`src/rtl/serial_alu.sv`:
```
// serial_alu: multi-cycle ALU that evaluates SLICE bits per clock, LSB first,
// carrying an internal carry/borrow chain between slices. It takes requests
// over a valid/ready handshake and returns the result and flags the same way.
// Optional feature: define ALU_OVF_FLAG_EN to compute the signed overflow flag;
// without it the ovf port is tied to 0.
module serial_alu #(
  parameter int WIDTH = 8,
  parameter int SLICE = 1
) (
  input  logic             clk,
  input  logic             rst_n,
  input  logic             in_valid,
  output logic             in_ready,
  input  logic [WIDTH-1:0] a,
  input  logic [WIDTH-1:0] b,
  input  logic             cin,
  input  logic [2:0]       alu_sel,
  output logic             out_valid,
  input  logic             out_ready,
  output logic [WIDTH-1:0] result,
  output logic             cout,
  output logic             zero,
  output logic             neg,
  output logic             ovf
);

  localparam int NSLICES = WIDTH / SLICE;
  localparam int CNT_W   = (NSLICES > 1) ? $clog2(NSLICES) : 1;

  localparam logic [CNT_W-1:0] CNT_LAST = CNT_W'(NSLICES - 1);
  localparam logic [CNT_W-1:0] CNT_ONE  = CNT_W'(1);

  localparam logic [1:0] ST_IDLE = 2'd0;
  localparam logic [1:0] ST_RUN  = 2'd1;
  localparam logic [1:0] ST_DONE = 2'd2;

  localparam logic [2:0] OP_AND  = 3'b000;
  localparam logic [2:0] OP_OR   = 3'b001;
  localparam logic [2:0] OP_XOR  = 3'b010;
  localparam logic [2:0] OP_ADD  = 3'b011;
  localparam logic [2:0] OP_SUB  = 3'b100;
  localparam logic [2:0] OP_PASA = 3'b101;
  localparam logic [2:0] OP_PASB = 3'b110;
  localparam logic [2:0] OP_NOTA = 3'b111;

  logic [1:0]       r_state;
  logic             r_inReady;
  logic [CNT_W-1:0] r_cnt;
  logic [WIDTH-1:0] r_a;
  logic [WIDTH-1:0] r_b;
  logic [2:0]       r_op;
  logic             r_carry;
  logic [WIDTH-1:0] r_acc;
  logic [WIDTH-1:0] r_result;
  logic             r_cout;
  logic             r_zero;
  logic             r_neg;

  logic             w_accept;
  logic             w_lastSlice;
  logic [SLICE-1:0] w_aSlice;
  logic [SLICE-1:0] w_bSlice;
  logic [SLICE:0]   w_sum;
  logic [SLICE:0]   w_diff;
  logic [SLICE-1:0] w_slice;
  logic             w_carryNext;
  logic [WIDTH-1:0] w_accNext;

  assign w_accept    = (r_state == ST_IDLE) && in_valid && r_inReady;
  assign w_lastSlice = (r_state == ST_RUN) && (r_cnt == CNT_LAST);
  assign w_aSlice    = r_a[SLICE-1:0];
  assign w_bSlice    = r_b[SLICE-1:0];
  assign w_sum       = {1'b0, w_aSlice} + {1'b0, w_bSlice} + {{SLICE{1'b0}}, r_carry};
  assign w_diff      = {1'b0, w_aSlice} - {1'b0, w_bSlice} - {{SLICE{1'b0}}, r_carry};

  // Evaluate the current slice; only ADD/SUB propagate a carry/borrow
  always_comb begin
    w_slice     = '0;
    w_carryNext = 1'b0;
    case (r_op)
      OP_AND:  w_slice = w_aSlice & w_bSlice;
      OP_OR:   w_slice = w_aSlice | w_bSlice;
      OP_XOR:  w_slice = w_aSlice ^ w_bSlice;
      OP_ADD: begin
        w_slice     = w_sum[SLICE-1:0];
        w_carryNext = w_sum[SLICE];
      end
      OP_SUB: begin
        w_slice     = w_diff[SLICE-1:0];
        w_carryNext = w_diff[SLICE];
      end
      OP_PASA: w_slice = w_aSlice;
      OP_PASB: w_slice = w_bSlice;
      OP_NOTA: w_slice = ~w_aSlice;
      default: w_slice = '0;
    endcase
  end

  // New slices enter at the top so the LSB slice ends up at bit 0 after N steps
  assign w_accNext = (r_acc >> SLICE) | (WIDTH'(w_slice) << (WIDTH - SLICE));

  // Sequencing: in_ready is registered so it rises one edge after reset release
  always_ff @(posedge clk or negedge rst_n) begin
    if (!rst_n) begin
      r_state   <= ST_IDLE;
      r_inReady <= 1'b0;
      r_cnt     <= '0;
    end else begin
      case (r_state)
        ST_IDLE: begin
          r_inReady <= 1'b1;
          r_cnt     <= '0;
          if (w_accept) begin
            r_state   <= ST_RUN;
            r_inReady <= 1'b0;
          end
        end
        ST_RUN: begin
          r_cnt <= r_cnt + CNT_ONE;
          if (w_lastSlice) begin
            r_state <= ST_DONE;
          end
        end
        ST_DONE: begin
          if (out_ready) begin
            r_state   <= ST_IDLE;
            r_inReady <= 1'b1;
          end
        end
        default: begin
          r_state   <= ST_IDLE;
          r_inReady <= 1'b0;
        end
      endcase
    end
  end

  // Operand shifters, carry chain and partial-result accumulator
  always_ff @(posedge clk or negedge rst_n) begin
    if (!rst_n) begin
      r_a     <= '0;
      r_b     <= '0;
      r_op    <= '0;
      r_carry <= 1'b0;
      r_acc   <= '0;
    end else if (w_accept) begin
      r_a     <= a;
      r_b     <= b;
      r_op    <= alu_sel;
      r_carry <= cin;
      r_acc   <= '0;
    end else if (r_state == ST_RUN) begin
      r_a     <= r_a >> SLICE;
      r_b     <= r_b >> SLICE;
      r_carry <= w_carryNext;
      r_acc   <= w_accNext;
    end
  end

  // Visible result and flags change only when the last slice completes
  always_ff @(posedge clk or negedge rst_n) begin
    if (!rst_n) begin
      r_result <= '0;
      r_cout   <= 1'b0;
      r_zero   <= 1'b0;
      r_neg    <= 1'b0;
    end else if (w_lastSlice) begin
      r_result <= w_accNext;
      r_cout   <= w_carryNext;
      r_zero   <= (w_accNext == '0);
      r_neg    <= w_accNext[WIDTH-1];
    end
  end

`ifdef ALU_OVF_FLAG_EN
  logic r_aMsb;
  logic r_bMsb;
  logic r_ovf;

  // Operand sign bits are kept aside because the shifters consume them
  always_ff @(posedge clk or negedge rst_n) begin
    if (!rst_n) begin
      r_aMsb <= 1'b0;
      r_bMsb <= 1'b0;
      r_ovf  <= 1'b0;
    end else begin
      if (w_accept) begin
        r_aMsb <= a[WIDTH-1];
        r_bMsb <= b[WIDTH-1];
      end
      if (w_lastSlice) begin
        case (r_op)
          OP_ADD:  r_ovf <= (r_aMsb == r_bMsb) && (w_accNext[WIDTH-1] != r_aMsb);
          OP_SUB:  r_ovf <= (r_aMsb != r_bMsb) && (w_accNext[WIDTH-1] != r_aMsb);
          default: r_ovf <= 1'b0;
        endcase
      end
    end
  end

  assign ovf = r_ovf;
`else
  assign ovf = 1'b0;
`endif

  assign in_ready  = r_inReady;
  assign out_valid = (r_state == ST_DONE);
  assign result    = r_result;
  assign cout      = r_cout;
  assign zero      = r_zero;
  assign neg       = r_neg;

endmodule

```
`config.mk`:
```
export PLATFORM = sky130hd
export DESIGN_NAME = serial_alu
export DESIGN_NICKNAME = d
export VERILOG_FILES = /design/src/rtl/serial_alu.sv
export SDC_FILE = /design/constraint.sdc
export NUM_CORES = 1
export LEC_CHECK = 0
export ABC_CLOCK_PERIOD_IN_PS = 2000
export BUFFER_PORTS_ARGS = -buffer_cell sky130_fd_sc_hd__clkbuf_2
export CAP_MARGIN = 10
export CORE_UTILIZATION = 45
export DETAILED_ROUTE_END_ITERATION = 8
export GPL_TIMING_DRIVEN = 0
export PLACE_DENSITY = 0.68
export SKIP_LAST_GASP = 1
export SYNTH_ARGS = -nofsm -noshare
export SYNTH_HDL_FRONTEND = slang
export SYNTH_SLANG_ARGS = --single-unit
export TNS_END_PERCENT = 30
```
`constraint.sdc`:
```
create_clock -name clk -period 2 [get_ports clk]
set_input_delay 0.1 -clock clk [delete_from_list [all_inputs] [get_ports clk]]
set_output_delay 0.1 -clock clk [all_outputs]
set_load 0.01 [all_outputs]
```
; ---- Word level (Yosys, flattened, before mapping)
; Index checks and enable logic that the tools add are counted.
; Widths: inputs -> output; s select.
[word_totals]
reg_bits = 45
inputBits = 24
word_cells = 64
[classes]
reduce_logical = 10
n_eq_ne = 13
bitwise_logic = 6
add_sub_neg = 5
n_mux = 18
[op_table]
columns = cell, count
row1 = $mux 8, 6
row2 = $eq 3x3->1 const B, 5
row3 = $logic_not 8->1, 1
row4 = $or 7x8->8, 1
row5 = $pmux 1 s8, 1
row6 = $eq 3x2->1 const B, 2
row7 = $mux 2, 3
row8 = $pmux 2 s3, 1
row9 = $pmux 3 s2, 1
row10 = $mux 1, 4
row11 = $ne 2x2->1 const B, 2
row12 = $reduce_bool 2->1, 2
row13 = $add 3x1->3 const B, 1
row14 = $eq 3x1->1 const B, 1
row15 = $logic_and 1x1->1, 3
row16 = $logic_not 3->1, 1
row17 = $pmux 1 s3, 1
row18 = $reduce_and 3->1, 1
row19 = $add 1x1->2, 1
row20 = $add 2x1->2, 1
row21 = $eq 2x1->1 const B, 1
row22 = $eq 2x2->1 const B, 1
row23 = $logic_not 2->1, 1
row24 = $ne 2x1->1 const B, 1
row25 = other kinds (8), 9

; ---- Longest topological paths before layout
; Gate-level depths: netlist of run 1.
[logic_depth]
ltp_word = 6
ltp_mapped = 6

; ---- Worst setup path before layout of run 1
; OpenSTA, ideal clock, no wires.
[synth_timing]
path_kind = reg-to-reg
start = register r_a[0]
end = register r_zero (netlist: zero)
path_buffers = 0
synth_period_minus_slack_ns = 1.677
stages_incl_launch_ff = 6
arrival_ns = 1.556
path_slack_ns = 0.323
t_required_ns = 1.879
cell_sequence = dfrtp_1 > fa_1 > mux2_2 > o32a_1 > o211ai_2 > a22o_1
[synth_between]
elab_chain_len = 5
word_cells_on_any_way = 11
[synth_rtl]
columns = element, line_no
row1 = start: declaration, 49  ; logic [WIDTH-1:0] r_a;
row2 = start signal: assignment, 153  ; r_a <= r_a >> SLICE;
row3 = $sub 1x1->2 / $add 1x1->2 (equally long branches), "74, 73"
row4 = $sub 2x1->2 / $add 2x1->2 (equally long branches), "74, 73"
row5 = $pmux 1 s8 *, 80  ; case (r_op)
row6 = $or 7x8->8 *, 100  ; assign w_accNext = (r_acc >> SLICE) | (WIDTH'(w_slice) << (WIDTH - SLICE));
row7 = $logic_not 8->1 *, 170  ; r_zero <= (w_accNext == '0);
row8 = end signal: assignment, 170
row9 = end: declaration, 56  ; logic r_zero;
; Mark *: on every way between the ends. The rest lies on a longest branch, timed or not.
; A chain may end at the register's enable or synchronous reset.

; ---- Worst setup path after layout of run 1
; Ends and elaborated chain as after synthesis.

==> run metrics, run 1 <==
Worst setup EP type flop; Fin. Hold Viols 38; max-cap viol count 0; most frequent cells in the layout 48 x nand2_1, 43 x dfrtp_1, 36 x clkbuf_2, 13 x a22oi_1, 13 x o21ai_0; Root Buffer clkbuf_8; # setup viols final 0; ys async rst share 100%; Die X 68.8 um; final count of pins violating max slew 0; CTS buffer count 5; post_cts resized 0; gr ovfl total 0; routed vias 1,437; DIE HEIGHT 68.8 um; IO Pins 38; first-pass GRT wire length between 6000 and 7000 um; Max-Slew Margin vs Limit between 20 and 30%; clock-pin transition on the worst setup and hold timing paths about 90 ps; hold_buf cts 1; CTS tree done; via/cell ratio about 5.1; postcts setup bufs 0; simple-gate area share of the yosys netlist about 16%; most common cell after layout, fill and taps aside nand2_1; PwrDens between 1500 and 2000 nW/um^2; status complete, but fails checks; peak supply drop about 710 uV; violated checks negative hold slack; average size of a mapped cell between 10 and 15 sq um; Top FF cell, synth dfrtp_1; CP bufs+invs 0; Worst Path Class, Setup reg2reg; Crit path max-delay family adder cells; Hold WS -17.3 ps; RSZ-0062 raised after global routing false; DRC 0; CP peak stage delay between 500 and 600 ps; share of cells above drive strength 1 30.4%; hold crit path type in2async; nets around 260; post-synthesis cell count between 150 and 200; register area share after synthesis 53.5%; DIE AREA 4740 sq um; grt met1 use 26.4%; initial antenna violation count 0; Yosys warning count 0; largest net degree at the start of global routing 44; Leak roughly 0.0012 uW; Least-Margin Pin Slew about 1100 ps; DP Wirelength about 2600 um; clk_lat worst skew approximately 300 ps; WP data arrival 1940 ps; Num Clock Sinks 43; final wirelength 3710 um; Synth Area in Compound Gates 13.6%; Mapped Area 2010 sq um; post-synthesis register bit count 43; Max Root-Sink Buffers 2; maximum operating frequency about 0.57 GHz; layer with the highest usage met2; Final Skew 8.79 ps; Inserted Diodes 0; Core Footprint 4140 sq um; Routability Congestion between 0.6 and 0.7; post-route ant nets 0; multiplexer share of the synthesized area 7.28%; placed standard-cell area 2250 sq um; Total GRT Usage ~18%; adder-cell share of the synthesized area under 10%; # rows 23; Mapped Nets between 200 and 250; Starting Density 48.5%; CP max stage cell fa_1; final instance area ~2400 sq um; main combinational cell family by area after synthesis simple AND/OR/NAND/NOR gates; H-tree levels 2; Avg WL per Cell 13.2 um; DRT iter0 DRCs 63; grt met3 use about 4.9%; vias in the first global route 1,364; met2 Usage GRT 26.8%; Tmin final roughly 1800 ps; crit share post-route 87.5%; Worst Path Max Fanout 5; Post-synth EDFFs 0; Setup TNS 0 ps; Worst EP required ~2200 ps; Syn-to-layout area delta 19.4%; DR pass1 iterations 4; CP startpoint kind flop; XOR/XNOR Fraction of Synth Area 0%; PortBufs 36; # fillers around 390; critical path cell sequence fa_1 -> mux2_2 -> o32a_1 -> o211ai_2 -> a22o_1; Netlist cell types 34
-- report_power, final --
part           total (uW)  switching (uW)  internal, uW
sequential           1510             285          1230
combinational        1370             706           669
clock                 801             303           498
-- through the flow --
stage,power (uW),cells,worst slack (ps),util (%)
floorplan,2510,185,323,-
global placement,2860,271,234,54.4
detailed placement,2910,271,242,54.4
CTS,3710,280,234,57.9
global route,4000,280,157,57.9
finish,3690,280,249,57.9
-- per-layer routing --
metal	share of wire, %	up-vias
met4	0.84	0
met5	0	-
li1	-	717
met1	51	674
met3	4.8	4
met2	43	42
-- cells in the mapped netlist, drive strengths merged (2+ instances only) --
cell type  number  area share, %
buf            12            4.4
a22oi          13            4.9
ha              4            2.5
a22o            2           0.87
nand2          49            9.5
nand2b          5            1.6
dfrtp          43             54
fa              2            2.0
nor3            2           0.50
o21ai          14            3.5
a221o           2            1.0
nor2b           4            1.2
nor4            2           0.62
inv             4           0.75
mux2           11            7.3
o21bai          2           0.75
nor2            3           0.93
-- final timing paths --
| path | from | end | slack [ps] | cells past startpoint |
|---|---|---|---|---|
| max reg2reg | r_a[0] | zero | 250 | 5 |
| min | rst_n | result[2] | -20 | 1 |
| min in group clk | a[5] | r_a[5] | 20 | 3 |
| min reg2reg | r_a[4] | r_a[4] | 490 | 2 |
| max in group asynchronous | rst_n | r_a[0] | 1370 | 1 |
| max | r_a[0] | zero | 250 | 5 |
-- final cells by class --
| cell class | count | area, sq um | area share, % |
|---|---|---|---|
| Sequential cell | 43 | 1080 | 44.8 |
| Multi-Input combinational cell | 125 | 827 | 34.5 |
| Timing Repair Buffer | 37 | 190 | 7.92 |
| Buffer | 13 | 92.6 | 3.86 |
| Clock buffer | 5 | 68.8 | 2.87 |
| Clock inverter | 3 | 67.6 | 2.82 |
| Tap cell | 50 | 62.6 | 2.61 |
| Inverter | 4 | 15.0 | 0.626 |
-- cell families (layout without fill, tap and decap cells) --
logic type,after synthesis,count (layout)
buf+inv,17,62
compound gates,39,39
mux,11,11
simple gates,68,68
other cells,1,1
flops,43,43
fa+ha+maj,6,6
-- state kept, by name, summed over array words and instances, names as in the netlist --
name,cells
zero,1
cout,1
r_acc,7
r_b,8
r_op,3
r_a,8
in_ready,1
r_state,2
result,8
r_carry,1
r_cnt,3
Note: power is estimated with default switching activity, not from simulation.
==> run 2: changes to the inputs <==
- SETUP_SLACK_MARGIN: not set -> 0.5
==> run metrics, run 2 (synthesized netlist as in run 1, its figures left out) <==
vias in the first global route 1,372 (+0.59%); DRC 0 (unchanged); Worst EP required 2160 ps (-30 ps); clock-pin transition on the worst setup and hold timing paths 80 ps (about the same); Hold WS -14.8 ps (+2.50 ps); Avg WL per Cell 13.5 um (+2.3%); initial antenna violation count 0 (unchanged); Syn-to-layout area delta 19.4% (about the same); Max-Slew Margin vs Limit 30.6% (+1.3 points); status complete, but fails checks; Util after Layout 57.9% (about the same); most frequent cells in the layout 48 x nand2_1, 42 x dfrtp_1, 36 x clkbuf_2, 13 x a22oi_1, 12 x o21ai_0; violated checks negative hold slack; Core Footprint 4140 sq um (unchanged); DRT iter0 DRCs 106 (+68%); Root Buffer clkbuf_8; hold crit path type in2async; DP Wirelength 2680 um (+2.1%); Num Clock Sinks 43 (unchanged); Setup TNS 0 ps (unchanged); IO Pins 38 (unchanged); CTS tree done; crit share post-route 84.2% (-3.4 points); clk_lat worst skew 290 ps (about the same); Worst Path Max Fanout 3 (-2); Tmin final 1680 ps (-67.2 ps); final instance area 2400 sq um (about the same); final count of pins violating max slew 0 (unchanged); CP startpoint kind flop; nets 264 (+1.9%); # setup viols final 0 (unchanged); PortBufs 36 (unchanged); share of cells above drive strength 1 33.6% (+3.2 points); Final Skew 8.80 ps (+0.0118 ps); Die X 68.8 um (unchanged); post-route ant nets 0 (unchanged); Total GRT Usage 17.8% (-0.41 points); largest net degree at the start of global routing 44 (unchanged); DIE HEIGHT 68.8 um (unchanged); Fin. Hold Viols 42 (+11%); first-pass GRT wire length 6050 um (-3.5%); routed vias 1,487 (+3.5%); maximum operating frequency 0.594 GHz (+4.0%); Leak 0.00123 uW (+0.96%); most common cell after layout, fill and taps aside nand2_1; RSZ-0062 raised after global routing true; # rows 23 (unchanged); DR pass1 iterations 5 (+1); PwrDens 1480 nW/um^2 (-3.9%); Routability Congestion 0.716 (+4.8%); Starting Density 48.5% (unchanged); DIE AREA 4740 sq um (unchanged); via/cell ratio 5.22 (+1.7%); Inserted Diodes 0 (unchanged); Least-Margin Pin Slew 1040 ps (-20.0 ps); H-tree levels 2 (unchanged); CTS buffer count 5 (unchanged); gr ovfl total 0 (unchanged); WP data arrival 1850 ps (-90 ps); Max Root-Sink Buffers 2 (unchanged); placed standard-cell area 2260 sq um (+0.17%); peak supply drop 685 uV (-3.4%); Worst setup EP type flop; max-cap viol count 0 (unchanged); Worst Path Class, Setup reg2reg; final wirelength 3860 um (+4.1%)
-- run 2: final cells by class --
cell class	count	area (sq um)
fillers	395	1740
flip-flops and latches	43	1080
multi-input cells	125	838
repair buffers	42	231
plain buffers	13	92.6
clock buffers	5	68.8
well taps	50	62.6
clock inverters	3	15.0
inverters	4	15.0
-- run 2: final timing paths --
check | from | end | slack [ps] | cells past startpoint
max | r_carry | r_acc[7] | 320 | 5
min | rst_n | result[0] | -10 | 1
max reg2reg | r_carry | r_acc[7] | 320 | 5
min reg2reg | r_a[4] | r_a[4] | 480 | 2
max in group asynchronous | rst_n | r_b[0] | 1310 | 1
min in group clk | b[7] | r_b[7] | 20 | 3
-- run 2: metal layers --
metal	vias up	GRT usage [%]	share of wire, %
met4	0	7.14	1.0
met5	-	0	0
met2	33	28.0	45
met3	5	3.95	3.6
li1	735	-	-
met1	714	23.8	51
-- run 2: timing repair --
| item | 4_1_cts | 5_1_grt |
|---|---|---|
| pin swaps | 1 | 3 |
| resized for setup | 1 | 5 |
| endpoints found under the hold margin | 1 | 0 |
| setup endpoints to repair | 11 | 17 |
| hold buffers | 1 | 0 |
| buffers inserted | 5 | 0 |
-- run 2: critical path, stage by stage, from the launching register on --
cell and delay, ps:
dfrtp_1 400, fa_1 490, mux2_4 270, o32a_1 170, o211ai_2 110, o22ai_1 110
-- run 2: through the flow --
step                cells  total power (uW)  setup WS [ps]
floorplan             185              2520            352
global placement      271              2880            261
detailed placement    271              2940            231
CTS                   285              3560            292
global route          285              3810            248
finish                285              3550            317
-- run 2: power by group --
| group | internal [uW] | switching (uW) |
|---|---|---|
| sequential | 1230 | 266 |
| clock | 239 | 286 |
| combinational | 765 | 762 |
==> run 3: changes to the inputs <==
- ABC_CLOCK_PERIOD_IN_PS: 2000 -> 1400
- PLACE_DENSITY: 0.68 -> 0.71
- clock period: 2 -> 1.4 ns (I/O delays scaled with it)
==> run metrics, run 3 (synthesized netlist as in run 1, its figures left out) <==
gr ovfl total 0 (unchanged); pre-CTS setup slack -364 ps (-596 ps); layer with the highest usage met2; WP data arrival 1960 ps (+110 ps); Worst Path Class, Setup reg2reg; DR pass1 iterations 4 (-1); DIE HEIGHT 68.8 um (unchanged); H-tree levels 2 (unchanged); Max-Slew Margin vs Limit 28.7% (-1.9 points); first-pass GRT wire length 7240 um (+20%); Fin. Hold Viols 43 (+2.4%); hold crit path type in2async; slack of the critical path -368 ps (-684 ps); status complete, but fails checks; Hold WS -55.0 ps (-40.2 ps); critical path cell sequence fa_1 -> mux2_4 -> o32a_1 -> o211ai_2 -> a22o_1; routed vias 1,645 (+11%); Setup TNS -1680 ps (-1680 ps); R2R depth 5 (unchanged); r2r endpoint zero; post-route ant nets 0 (unchanged); Worst setup EP type flop; met2 Usage GRT 35.3% (+7.3 points); Starting Density 48.5% (unchanged); R2R Setup Slk -370 ps (-680 ps); DIE AREA 4740 sq um (unchanged); final count of pins violating max slew 0 (unchanged); Core Footprint 4140 sq um (unchanged); DRC 0 (unchanged); PwrDens 2070 nW/um^2 (+40%); placed standard-cell area 2280 sq um (+1.2%); Syn-to-layout area delta 38.5%; Final Skew 13.8 ps (+4.98 ps); max-cap viol count 0 (unchanged); # rows 23 (unchanged); RSZ-0062 raised after global routing true; Total GRT Usage 21.6% (+3.8 points); Num Clock Sinks 43 (unchanged); Root Buffer clkbuf_8; share of cells above drive strength 1 38.3% (+4.7 points); grt met3 use 4.93% (+0.99 points); nets 295 (+12%); clock-pin transition on the worst setup and hold timing paths 90 ps (about the same); grt met1 use 26.0% (+2.3 points); FF-to-FF Start r_carry; # setup viols final 11 (+11); initial antenna violation count 0 (unchanged); CTS buffer count 5 (unchanged); CTS tree done; most common cell after layout, fill and taps aside nand2_1; crit share post-route 126% (+42 points); via/cell ratio 5.21 (-0.23%); Worst Path Max Fanout 3 (unchanged); Worst EP required 1590 ps (-570 ps); DP Wirelength 2670 um (-0.42%); final instance area 2790 sq um (+16%); largest net degree at the start of global routing 44 (unchanged); violated checks negative hold slack, negative setup slack; Avg WL per Cell 15.2 um (+13%); vias in the first global route 1,621 (+18%); maximum operating frequency 0.566 GHz (-4.8%); Tmin final 1770 ps (+84.4 ps); Die X 68.8 um (unchanged); CP startpoint kind flop; CP peak stage delay 590 ps (+100 ps); final wirelength 4820 um (+25%); Inserted Diodes 0 (unchanged); Routability Congestion 0.702 (-2.0%); Least-Margin Pin Slew 1070 ps (+27.8 ps); DRT iter0 DRCs 161 (+52%); most frequent cells in the layout 48 x nand2_1, 41 x dfrtp_1, 37 x clkbuf_2, 20 x dlygate4sd3_1, 15 x buf_4; # fillers 322 (-18%); CP max stage cell fa_1; PortBufs 36 (unchanged); crit path from r_carry; clk_lat worst skew 310 ps (+20 ps); Leak 0.00138 uW (+13%); Max Root-Sink Buffers 2 (unchanged); IO Pins 38 (unchanged); peak supply drop 928 uV (+35%)
==> run 3: what timing repair did <==
| action | CTS | global route |
|---|---|---|
| hold endpoints to repair | 63 | 0 |
| resized for setup | 15 | 10 |
| setup buffers | 14 | 2 |
| pin swaps | 3 | 7 |
| endpoints found under the setup margin | 47 | 56 |
| gates cloned | 1 | 0 |
| hold buffers | 20 | 0 |
==> run 3: worst max-delay path by stage <==
stage                     end  slack, ps  cells after the start
floorplan            r_acc[7]       -250                      5
global placement     r_acc[7]       -340                      5
detailed placement   r_acc[7]       -360                      5
CTS                 result[7]       -320                      5
global route             zero       -460                      5
finish                   zero       -370                      5
==> run 3: layout make-up <==
class                      instances  area (sq um)  area share [%]
clock buffer                       6          82.6            2.96
clock inverter                     2          16.3           0.584
timing repair buffer              73           520            18.7
buffer                            13           124            4.45
multi-input combinational        125           886            31.8
sequential                        43          1080            38.7
inverter                           4          15.0           0.539
tap                               50          62.6            2.25
==> run 3: routing by layer <==
layer,part of all wire (%),vias up
met1,44,789
li1,-,796
met5,0,-
met2,49,47
met4,2.9,0
met3,4.5,13
==> run 3: where the power goes <==
part           switching, uW  internal [uW]
Combinational           1310           1420
Sequential               402           1750
Clock                    460            403
==> run 3: stage by stage <==
step	std cells	total power (uW)	util (%)
2_1_floorplan	185	3660	-
3_3_place_gp	271	4180	55.1
3_5_place_dp	271	4260	55.1
4_1_cts	314	5470	65.8
5_1_grt	316	6150	67.2
6_report	316	5750	67.2
==> run 3: critical path, delay by kind of cell, from the launching register on <==
family	cells	cell delay [ps]
fa+ha+maj	1	590
compound gates	3	490
flops	1	420
mux	1	160
